### config.mk
export PLATFORM = sky130hd
export DESIGN_NAME = ringbuf_seq
export DESIGN_NICKNAME = d
export VERILOG_FILES = /design/src/rtl/ringbuf_pkg.sv /design/src/rtl/ringbuf_seq.sv
export SDC_FILE = /design/constraint.sdc
export NUM_CORES = 1
export LEC_CHECK = 0
export ABC_AREA = 1
export CORE_ASPECT_RATIO = 0.75
export CORE_MARGIN = 2
export CORE_UTILIZATION = 50
export DETAILED_ROUTE_END_ITERATION = 10
export PLACE_DENSITY_LB_ADDON = 0.2
export SLEW_MARGIN = 15
export SYNTH_ARGS = -nofsm -noshare
export SYNTH_HDL_FRONTEND = slang
export SYNTH_SLANG_ARGS = --single-unit
### constraint.sdc
create_clock -name clk -period 2.2 [get_ports clk]
set_input_delay 0.22 -clock clk [delete_from_list [all_inputs] [get_ports clk]]
set_output_delay 0.22 -clock clk [all_outputs]
set_load 0.01 [all_outputs]
### src/rtl/ringbuf_pkg.sv
// rtl/ringbuf_pkg.sv - shared types for the ring buffer sequencer
package ringbuf_pkg;

    typedef enum logic [1:0] {
        IDLE = 2'd0,
        RUN  = 2'd1,
        DONE = 2'd2
    } state_e;

endpackage

### src/rtl/ringbuf_seq.sv
// rtl/ringbuf_seq.sv - steps a sibling ring buffer through npasses full rotations
module ringbuf_seq
    import ringbuf_pkg::*;
#(
    parameter int nwords = 8,
    parameter int npbits = 8
) (
    input  logic                      clk,
    input  logic                      rstb,
    input  logic                      start,
    input  logic [npbits-1:0]         npasses,
    input  logic                      wr_mode,
    input  logic                      adv,
    input  logic                      abort,
    output logic                      en,
    output logic                      wren,
    output logic [$clog2(nwords)-1:0] idx,
    output logic [npbits-1:0]         pass,
    output logic                      first,
    output logic                      last,
    output logic                      busy,
    output logic                      done
);

    localparam int IW = $clog2(nwords);
    localparam logic [IW-1:0] LAST_IDX = IW'(nwords - 1);

    if (nwords < 2) begin : g_bad_nwords
        $error("ringbuf_seq: nwords must be at least 2");
    end

    state_e            state_q, state_d;
    logic [IW-1:0]     idx_q, idx_d;
    logic [npbits-1:0] pass_q, pass_d;
    logic [npbits-1:0] npasses_q, npasses_d;
    logic              wr_mode_q, wr_mode_d;
    logic              step;
    logic              wrap;

    // en is combinational from adv so the consumer sees the shift in the same cycle
    assign step = (state_q == RUN) && adv && !abort;
    assign wrap = (idx_q == LAST_IDX);

    always_comb begin
        state_d   = state_q;
        idx_d     = idx_q;
        pass_d    = pass_q;
        npasses_d = npasses_q;
        wr_mode_d = wr_mode_q;
        case (state_q)
            IDLE: begin
                if (start) begin
                    idx_d     = '0;
                    pass_d    = '0;
                    npasses_d = npasses;
                    wr_mode_d = wr_mode;
                    state_d   = (npasses == '0) ? DONE : RUN;
                end
            end
            RUN: begin
                // abort leaves idx/pass frozen so the caller can recover the rotation
                if (abort) begin
                    state_d = IDLE;
                end else if (step) begin
                    if (wrap) begin
                        idx_d  = '0;
                        pass_d = pass_q + npbits'(1);
                        if (pass_q == (npasses_q - npbits'(1))) begin
                            state_d = DONE;
                        end
                    end else begin
                        idx_d = idx_q + IW'(1);
                    end
                end
            end
            DONE: begin
                state_d = IDLE;
                idx_d   = '0;
                pass_d  = '0;
            end
            default: begin
                state_d = IDLE;
            end
        endcase
    end

    always_ff @(posedge clk or negedge rstb) begin
        if (!rstb) begin
            state_q   <= IDLE;
            idx_q     <= '0;
            pass_q    <= '0;
            npasses_q <= '0;
            wr_mode_q <= 1'b0;
        end else begin
            state_q   <= state_d;
            idx_q     <= idx_d;
            pass_q    <= pass_d;
            npasses_q <= npasses_d;
            wr_mode_q <= wr_mode_d;
        end
    end

    assign en    = step;
    assign wren  = step && wr_mode_q;
    assign idx   = idx_q;
    assign pass  = pass_q;
    assign busy  = (state_q == RUN);
    assign done  = (state_q == DONE);
    assign first = busy && (idx_q == '0);
    assign last  = busy && wrap;

endmodule

; ---- After elaboration in Yosys (flattened, before gate mapping)
; Cells that the tools add are included.
[totals]
ff_bits = 22
latchBits = 0
ramBits = 0
romBits = 0
inputBits = 14
output_inout_bits = 17
elab_cells = 50
n_memories = 0
[op_classes]
addsub = 3
n_mul = 0
n_div = 0
n_lt_le_gt_ge = 0
n_eq_ne = 11
shifts = 0
mux = 17
n_bitwise = 0
reduce_logical = 14
[op_table]
columns = cell, count
row1 = 8-bit two-way mux, 4
row2 = 8-bit case mux with 3 select lines, 1
row3 = 2-bit two-way mux, 6
row4 = 3-bit two-way mux, 4
row5 = 3-bit by 2-bit inequality test with 1-bit output (second input constant), 3
row6 = 3-bit case mux with 3 select lines, 1
row7 = 8-bit by 1-bit adder with 8-bit output (second input constant), 1
row8 = 8-bit == test, 1
row9 = 8-bit logical NOT, 1
row10 = 4-bit AND reduction, 2
row11 = 8-bit by 1-bit subtractor with 8-bit output (second input constant), 1
row12 = 1-bit logical AND, 5
row13 = 5-bit AND reduction, 1
row14 = 2-bit by 1-bit inequality test with 1-bit output (second input constant), 2
row15 = 2-bit inequality test (second input constant), 2
row16 = 2-bit case mux with 2 select lines, 1
row17 = 3-bit by 1-bit adder with 3-bit output (second input constant), 1
row18 = 3-bit == test (second input constant), 1
row19 = 3-bit logical NOT, 1
row20 = 3-bit nonzero test, 1
row21 = 2-bit by 1-bit == test with 1-bit output (second input constant), 1
row22 = 2-bit == test (second input constant), 1
row23 = 2-bit logical NOT, 1
row24 = 2-bit AND reduction, 1
row25 = 1-bit logical NOT, 1

; ---- Longest topological paths before layout
; Gate-level depths: netlist of the first run.
[depth]
ltp_word = 7
ltp_mapped = 13
mapped_depth_nobuf = 13

; ---- Worst setup path before layout of the first run
; Ideal clock, no wire load.
[synth_timing]
path_type = reg2reg
from = register state_q[0]
to = register pass_q[2], in the netlist pass[2]
setup_ns = 0.123
t_arrival_ns = 1.439
required_time_ns = 2.077
slack_ns = 0.639
stages_incl_launch_ff = 10
path_buffers = 0
period_less_slack_ns = 1.561
path_cell_list = dfrtp_1 -> nand2_2 -> nor2_2 -> nand2_2 -> a21boi_4 -> o21ai_2 -> inv_1 -> nand3_1 -> nand2_1 -> nor2_1
[synth_between]
elab_chain_len = 5
[synth_lines]
columns = element, line_no
row1 = start: declaration, ringbuf_seq.sv:32  ; state_e state_q, state_d;
row2 = start signal: assignment, ringbuf_seq.sv:95  ; state_q <= state_d;
row3 = 2-bit by 1-bit == test with 1-bit output, "ringbuf_seq.sv:41, ringbuf_seq.sv:50"
row4 = 1-bit logical AND (2 in series), ringbuf_seq.sv:41  ; assign step = (state_q == RUN) && adv && !abort;
row5 = 2-bit by 1-bit inequality test with 1-bit output (no line), --
row6 = 5-bit AND reduction (no line), --
row7 = end signal: assignment, ringbuf_seq.sv:97  ; pass_q <= pass_d;
row8 = end: declaration, ringbuf_seq.sv:34  ; logic [npbits-1:0] pass_q, pass_d;
; Several ways; a longest one is shown, not always the timed one.
; A chain may end at the register's enable or synchronous reset.

; ---- Worst setup path in the final report of the first run
[layout_timing]
from = register idx_q[0], in the netlist idx[0]
to = output last
[layout_between]
elab_chain_len = 2
[layout_lines]
columns = element, line_no
row1 = start: declaration, ringbuf_seq.sv:33  ; logic [IW-1:0] idx_q, idx_d;
row2 = start signal: assignment, ringbuf_seq.sv:96  ; idx_q <= idx_d;
row3 = 3-bit == test, ringbuf_seq.sv:42  ; assign wrap = (idx_q == LAST_IDX);
row4 = 1-bit logical AND, ringbuf_seq.sv:110  ; assign last = busy && wrap;
row5 = end: declaration, ringbuf_seq.sv:20  ; output logic last,
; No other way between the ends.

==> flow_summary.toml, run 1 <==
[detailed_routing]
drt_first_pass_iters = 4
viasPerCell = 5.025
drt_iter0_markers = 80
drc = 0
vias = 1397
routed_wl_um = 3252
wl_per_cell_um = 11.70
ant_nets = 0

[clocking]
cts_buffers = 3
post_cts_resized = 0
cts.sink_count = 22
clk_path_buf_depth = 2
clkTransAtPathRegs_ns = 0.08
postCtsSetupBuffers = 0
cts_tree = "built"
hold_buffers = 0
clk-insertion-delay-late_ns = 0.26
cts_htree_levels = 1
clockRootBuffer = "clkbuf_8"

[pwr]
p_per_area_nw_per_um2 = 1000
power_uw = 1832
ir_drop_mv = 0.6822
p_leak_uw = 0.0009208

[synthesis]
yosysWarnings = 0
synth-edff-count = 0
synth_flop_cell = "dfrtp_1"
yosysTopAreaCell = "dfrtp_1"
ys_seq_elements = 22
synth_top_area_share_pct = 38.19
synth_area_per_cell_um2 = 6.897
synthesis.area_um2 = 1441
synthArstFlopShare_pct = 100.0
synthCells = 209
yosysSeqAreaShare_pct = 38.19
mappedNetlistNets = 228
yosys-top-cells-area = "dfrtp_1, nand2_1, inv_1"
synthDistinctLibCells = 22

[critical_path]
worst_setup_path_start_kind = "register"
worstRegToRegCells = 9
cp-end-kind = "output port"
r2r-end = "pass[2]"
crit_type = "reg2out"
regToRegSetupSlack_ns = 0.35
path_max_fanout = 3
worst_r2r_startpoint = "state_q[0]"
worstPathArrival_ns = 1.85
crit_required_ns = 1.98

[worst_hold_path]
min_path_type = "in2async"

[timing]
final-setup-viol-count = 0
finalCritPeriodShare_pct = 93.86
hold_viol = 0
fmax_ghz = 0.4843
setup_tns_ns = 0
rsz0062_at_grt = "no"
maxSlewViolCount = 0
setup_ws_ns = 0.1350
period_minus_slack_ns = 2.065
fin_skew_ns = 0.002644
worst_slew_pin_slew_ns = 0.4870
relSlewSlack_pct = 67.46

[global_routing]
grt_pass1_wl_um = 5671
grt_max_degree = 23
antenna_found_initial = 0
overflow = 0
grt_pass1_vias = 1325
grt_usage_pct = 22.02

[place]
port_buffers = 30
hpwl_um = 2576
dp_slack_ns = 0.3212
gp_congestion = 0.8540

[die]
start_util_pct = 53.73
ioPinCount = 31
die_y_um = 50.50
rows = 16
die-area_um2 = 3333
core_area_um2 = 2683
die_w_um = 66.00

[finish]
antennaDiodeCount = 0
nets = 263
final_layout_size_suffix_gt1_share_pct = 4.132
area_delta_synth_final_pct = 27.08
final_cell_mix = "nand2_1, inv_1, clkdlybuf4s50_1"
final_common_cell = "nand2_1"
fillCellCount = 262

[job]
drv_cap = 0

[outcome]
outcome = "completed"
## through the flow
step / cells / util (%) / area [um2] / hold WS [ns]
final: 278 / 68.28 / 1832 / 0.3046
after global routing: 278 / 68.28 / 1832 / 0.3388
after CTS: 278 / 68.28 / 1832 / 0.3154
after detailed placement: 275 / 66.74 / 1790 / 0.4965
after global placement: 275 / 66.74 / 1790 / 0.4981
after floorplan: 209 / - / 1441 / -0.07559
## state kept, by name (all words and copies together) (netlist names)
signal     cells
idx            3
npasses_q      8
pass           8
state_q        2
wr_mode_q      1
## cell type report
| cell class | count | area (um2) | area share (%) |
|---|---|---|---|
| multi-input cells | 145 | 733.2 | 40.03 |
| well taps | 36 | 45.04 | 2.459 |
| clock buffers | 3 | 41.29 | 2.254 |
| repair buffers | 31 | 307.8 | 16.80 |
| flip-flops and latches | 22 | 550.5 | 30.05 |
| inverters | 41 | 153.9 | 8.402 |
## synth_stat cells, types with 2 or more instances
cell type and number:
nand2_1 53, inv_1 41, dfrtp_1 22, nand3_1 20
nor2_1 20, o21ai_0 16, a21oi_1 6, nand4_1 6
ha_1 5, nor3_1 4, xor2_1 3, nand2_2 2
xnor2_1 2
## per-layer routing
| layer | part of all wire, % | up-vias | track usage, % |
|---|---|---|---|
| met5 | 0 | - | 0 |
| met4 | 0.46 | 0 | 2.041 |
| met3 | 4.6 | 4 | 4.933 |
| met2 | 44 | 32 | 36.53 |
| met1 | 51 | 637 | 30.76 |
| li1 | - | 724 | - |
## power by group
group / total [uW] / internal (uW) / switching (uW)
Sequential: 635 / 512 / 123
Clock: 250 / 122 / 128
Combinational: 947 / 367 / 580
Total: 1830 / 1000 / 830
## critical path, cell delays in order (launching register included)
cell and delay [ns]:
dfrtp_1 0.39, ha_1 0.16, ha_1 0.20, inv_1 0.07
nor2_1 0.19, clkdlybuf4s50_1 0.57
## logic make-up (layout without fill, tap and decap cells)
kind of cell | count (synthesis) | in the layout | synth area share [%]
buffers and inverters | 42 | 75 | 10.94
flip-flops | 22 | 22 | 38.19
AND/OR/NAND/NOR | 108 | 108 | 32.55
XOR/XNOR | 5 | 5 | 3.039
AO/OA/AOI/OAI | 27 | 27 | 10.94
adder cells (fa/ha/maj) | 5 | 5 | 4.340
## worst max-delay path by stage
stage | from | endpoint | slack, ns | depth (start not counted)
2_1_floorplan | state_q[0] | pass[2] | 0.64 | 9
3_3_place_gp | idx[0] | last | 0.42 | 5
3_5_place_dp | abort | pass[2] | 0.32 | 9
4_1_cts | idx[0] | last | 0.10 | 5
5_1_grt | idx[0] | last | 0.03 | 5
6_report | idx[0] | last | 0.13 | 5
(Power assumes the default switching activity.)
==> run 2, diff against run 1 <==
Settings changed: CORE_MARGIN 2 to not set.
==> flow_summary.toml, run 2 (same netlist as run 1, synthesis figures left out) <==
[place]
gp_congestion = 0.8454
hpwl_um = 2346
port_buffers = 30

[worst_hold_path]
min_path_type = "in2async"

[die]
die_y_um = 48.50
core_area_um2 = 2663
die_w_um = 64.00
die-area_um2 = 3104
start_util_pct = 54.14
rows = 16
ioPinCount = 31

[finish]
area_delta_synth_final_pct = 28.04
final_cell_mix = "nand2_1, inv_1, clkdlybuf4s50_1"
multiInputGateArea_um2 = 733.2
antennaDiodeCount = 0
nets = 263
final_common_cell = "nand2_1"
final_layout_size_suffix_gt1_share_pct = 4.527
fillCellCount = 219
final-seq-area_um2 = 550.5

[global_routing]
overflow = 0
grt_pass1_wl_um = 5347
grt_usage_pct = 21.75
grt_max_degree = 23
antenna_found_initial = 0
grt_pass1_vias = 1222

[critical_path]
crit_type = "reg2out"
regToRegSetupSlack_ns = 0.40
cp-end-kind = "output port"
crit_required_ns = 1.98
path_max_fanout = 3
worst_setup_path_start_kind = "register"
worstPathArrival_ns = 1.86

[outcome]
outcome = "completed"

[pwr]
p_leak_uw = 0.0009280
p_per_area_nw_per_um2 = 1014
ir_drop_mv = 0.5547

[clocking]
cts_htree_levels = 1
clockRootBuffer = "clkbuf_8"
post_cts_resized = 0
clk-insertion-delay-late_ns = 0.26
hold_buffers = 0
cts_tree = "built"
cts_buffers = 3
postCtsSetupBuffers = 0
clk_path_buf_depth = 2
clkTransAtPathRegs_ns = 0.08
cts.sink_count = 22

[timing]
period_minus_slack_ns = 2.078
rsz0062_at_grt = "no"
hold_ws_ns = 0.2920
fmax_ghz = 0.4812
relSlewSlack_pct = 69.31
setup_tns_ns = 0
maxSlewViolCount = 0
hold_viol = 0
fin_skew_ns = 0.002573
final-setup-viol-count = 0
finalCritPeriodShare_pct = 94.46
worst_slew_pin_slew_ns = 0.4593

[detailed_routing]
drt_iter0_markers = 75
ant_nets = 0
drt_first_pass_iters = 4
vias = 1401
drc = 0
routed_wl_um = 3083
viasPerCell = 5.022
wl_per_cell_um = 11.05

[job]
drv_cap = 0
[run 2: worst paths after layout]
check / end / from / depth (start not counted)
setup / recovery: last / idx[0] / 5
hold / removal: npasses_q[0] / rstb / 2
setup reg to reg: pass[2] / state_q[0] / 9
hold reg to reg: wr_mode_q / wr_mode_q / 2
max in group asynchronous: npasses_q[2] / rstb / 2
min in group clk: wr_mode_q / wr_mode_q / 2
[run 2: power breakdown]
part	switching [uW]	internal (uW)
Clock	137	160
Sequential	123	512
Combinational	571	368
[run 2: final cells by class]
cell class / count / share of cell area [%]
tap: 36 / 2.441
clock buffer: 4 / 2.983
timing repair buffer: 31 / 16.68
multi-input combinational: 145 / 39.73
sequential: 22 / 29.83
inverter: 41 / 8.339
[run 2: routing by layer]
layer | wire [um] | GRT usage, % | vias up
li1 | - | - | 728
met1 | 1582 | 32.23 | 624
met2 | 1310 | 33.33 | 44
met3 | 168 | 4.245 | 5
met4 | 21 | 3.409 | 0
met5 | 0 | 0 | -
[run 2: worst max-delay path, cell delays in order, from the launching register on]
cell	delay [ns]
dfrtp_1	0.38
ha_1	0.16
ha_1	0.21
inv_1	0.08
nor2_1	0.18
clkdlybuf4s50_1	0.58
[run 2: stage by stage]
stage | instance area [um2] | std cells | utilization, % | power [uW] | worst slack, ns
2_1_floorplan | 1441 | 209 | - | 1296 | 0.6386
3_3_place_gp | 1790 | 275 | 67.25 | 1551 | 0.4282
3_5_place_dp | 1790 | 275 | 67.25 | 1569 | 0.3926
4_1_cts | 1846 | 279 | 69.31 | 1873 | 0.1219
5_1_grt | 1846 | 279 | 69.31 | 2054 | 0.02191
6_report | 1846 | 279 | 69.31 | 1872 | 0.1218
==> run 3, diff against run 2 <==
Settings changed: CORE_UTILIZATION 50 to 45, SLEW_MARGIN 15 to 5.
Clock period 2.2 ns to 1.9 ns, I/O delays scaled along.
==> flow_summary.toml, run 3 (same netlist as run 1, synthesis figures left out) <==
[timing]
fmax_ghz = 0.5504
setup_ws_ns = 0.08308
period_minus_slack_ns = 1.817
final-setup-viol-count = 0
finalCritPeriodShare_pct = 95.63
maxSlewViolCount = 0
fin_skew_ns = 0.003724
hold_viol = 0
relSlewSlack_pct = 68.13
worst_slew_pin_slew_ns = 0.4769

[place]
dp_slack_ns = 0.1574
port_buffers = 30
gp_congestion = 0.8616
hpwl_um = 2512
dp_cells = 279

[finish]
final_cells = 282
final_cell_mix = "nand2_1, inv_1, clkdlybuf4s50_1"
multiInputGateArea_um2 = 750.7
final_layout_size_suffix_gt1_share_pct = 6.967
nets = 265
antennaDiodeCount = 0
area_delta_synth_final_pct = 29.60
final_util_pct = 62.29
fillCellCount = 299
final_common_cell = "nand2_1"
final-seq-area_um2 = 551.8

[detailed_routing]
wl_per_cell_um = 11.67
drt_first_pass_iters = 4
drt_iter0_markers = 80
vias = 1429
ant_nets = 0
routed_wl_um = 3290
drc = 0
viasPerCell = 5.067

[critical_path]
worst_setup_path_start_kind = "register"
critPathCapture = "en"
cp-end-kind = "output port"
r2r-end = "state_q[0]"
regToRegSetupSlack_ns = 0.17
worstPathArrival_ns = 1.63
path_max_fanout = 7
crit_required_ns = 1.71
worstRegToRegCells = 12
worst_r2r_startpoint = "npasses_q[0]"
crit_start = "state_q[0]"
crit_type = "reg2out"

[global_routing]
grt_pass1_vias = 1286
overflow = 0
antenna_found_initial = 0
grt_max_degree = 23
grt_pass1_wl_um = 5720
grt_usage_pct = 22.74

[clocking]
cts_htree_levels = 1
cts_tree = "built"
cts_buffers = 3
hold_buffers = 0
clkTransAtPathRegs_ns = 0.08
cts.sink_count = 22
clockRootBuffer = "clkbuf_8"
clk-insertion-delay-late_ns = 0.27
clk_path_buf_depth = 2

[job]
drv_cap = 0

[die]
die_y_um = 51.02
die-area_um2 = 3436
ioPinCount = 31
core_area_um2 = 2999
die_w_um = 67.35
start_util_pct = 48.06
rows = 17

[pwr]
p_per_area_nw_per_um2 = 1167
p_leak_uw = 0.0009545
ir_drop_mv = 0.7304

[outcome]
outcome = "completed"

[worst_hold_path]
min_path_type = "in2async"
-- run 3: changes by cell type in the layout (fill, tap and decap cells not counted), moves of 2 or more --
cell / previous run / this run
buf_4: 1 / 3
clkdlybuf4s50_1: 30 / 27
dlygate4sd2_1: 0 / 2
inv_1: 41 / 39
inv_2: 0 / 2
-- run 3: per-layer routing --
| layer | track usage [%] | part of all wire (%) | up-vias |
|---|---|---|---|
| met3 | 5.580 | 4.8 | 4 |
| met1 | 31.98 | 51 | 652 |
| li1 | - | - | 740 |
| met5 | 0 | 0 | - |
| met2 | 33.00 | 42 | 33 |
| met4 | 9.220 | 1.4 | 0 |
-- run 3: where the power goes --
part	internal (uW)	switching (uW)	total (uW)	leakage (uW)
Clock	142	156	298	0.0000216
Sequential	595	143	739	0.000287
Combinational	458	686	1140	0.000646
Total	1200	985	2180	0.000955
-- run 3: critical path, stage by stage, from the launching register on --
cell	delay, ns
dfrtp_2	0.46
nand2_4	0.11
nor2_4	0.10
nand2_2	0.09
inv_1	0.07
clkdlybuf4s50_1	0.52
-- run 3: what timing repair did --
action / CTS / global route
cloned: 0 / 0
buffers inserted: 0 / 0
endpoints found under the setup margin: 3 / 5
gates resized for setup: 4 / 6
-- run 3: cell type report --
cell class	instances	area share [%]
clock buffers	3	2.210
flip-flops and latches	22	29.54
repair buffers	33	17.28
multi-input cells	145	40.19
inverters	41	8.238
well taps	38	2.545
-- run 3: per-stage QoR --
step | power (uW) | hold slack, ns | cell area (um2) | TNS, ns
2_1_floorplan | 1500 | -0.1056 | 1441 | 0
3_3_place_gp | 1841 | 0.5103 | 1808 | 0
3_5_place_dp | 1860 | 0.5077 | 1808 | 0
4_1_cts | 2168 | 0.2705 | 1853 | 0
5_1_grt | 2409 | 0.3229 | 1868 | -0.02012
6_report | 2180 | 0.2599 | 1868 | 0
-- run 3: worst min-delay path by stage --
stage                  from           end  slack (ns)  depth (start not counted)
2_1_floorplan          rstb        idx[0]       -0.11                          0
3_3_place_gp   npasses_q[1]  npasses_q[1]        0.51                          2
3_5_place_dp   npasses_q[1]  npasses_q[1]        0.51                          2
4_1_cts                rstb     wr_mode_q        0.27                          2
5_1_grt                rstb  npasses_q[0]        0.32                          2
6_report               rstb     wr_mode_q        0.26                          2
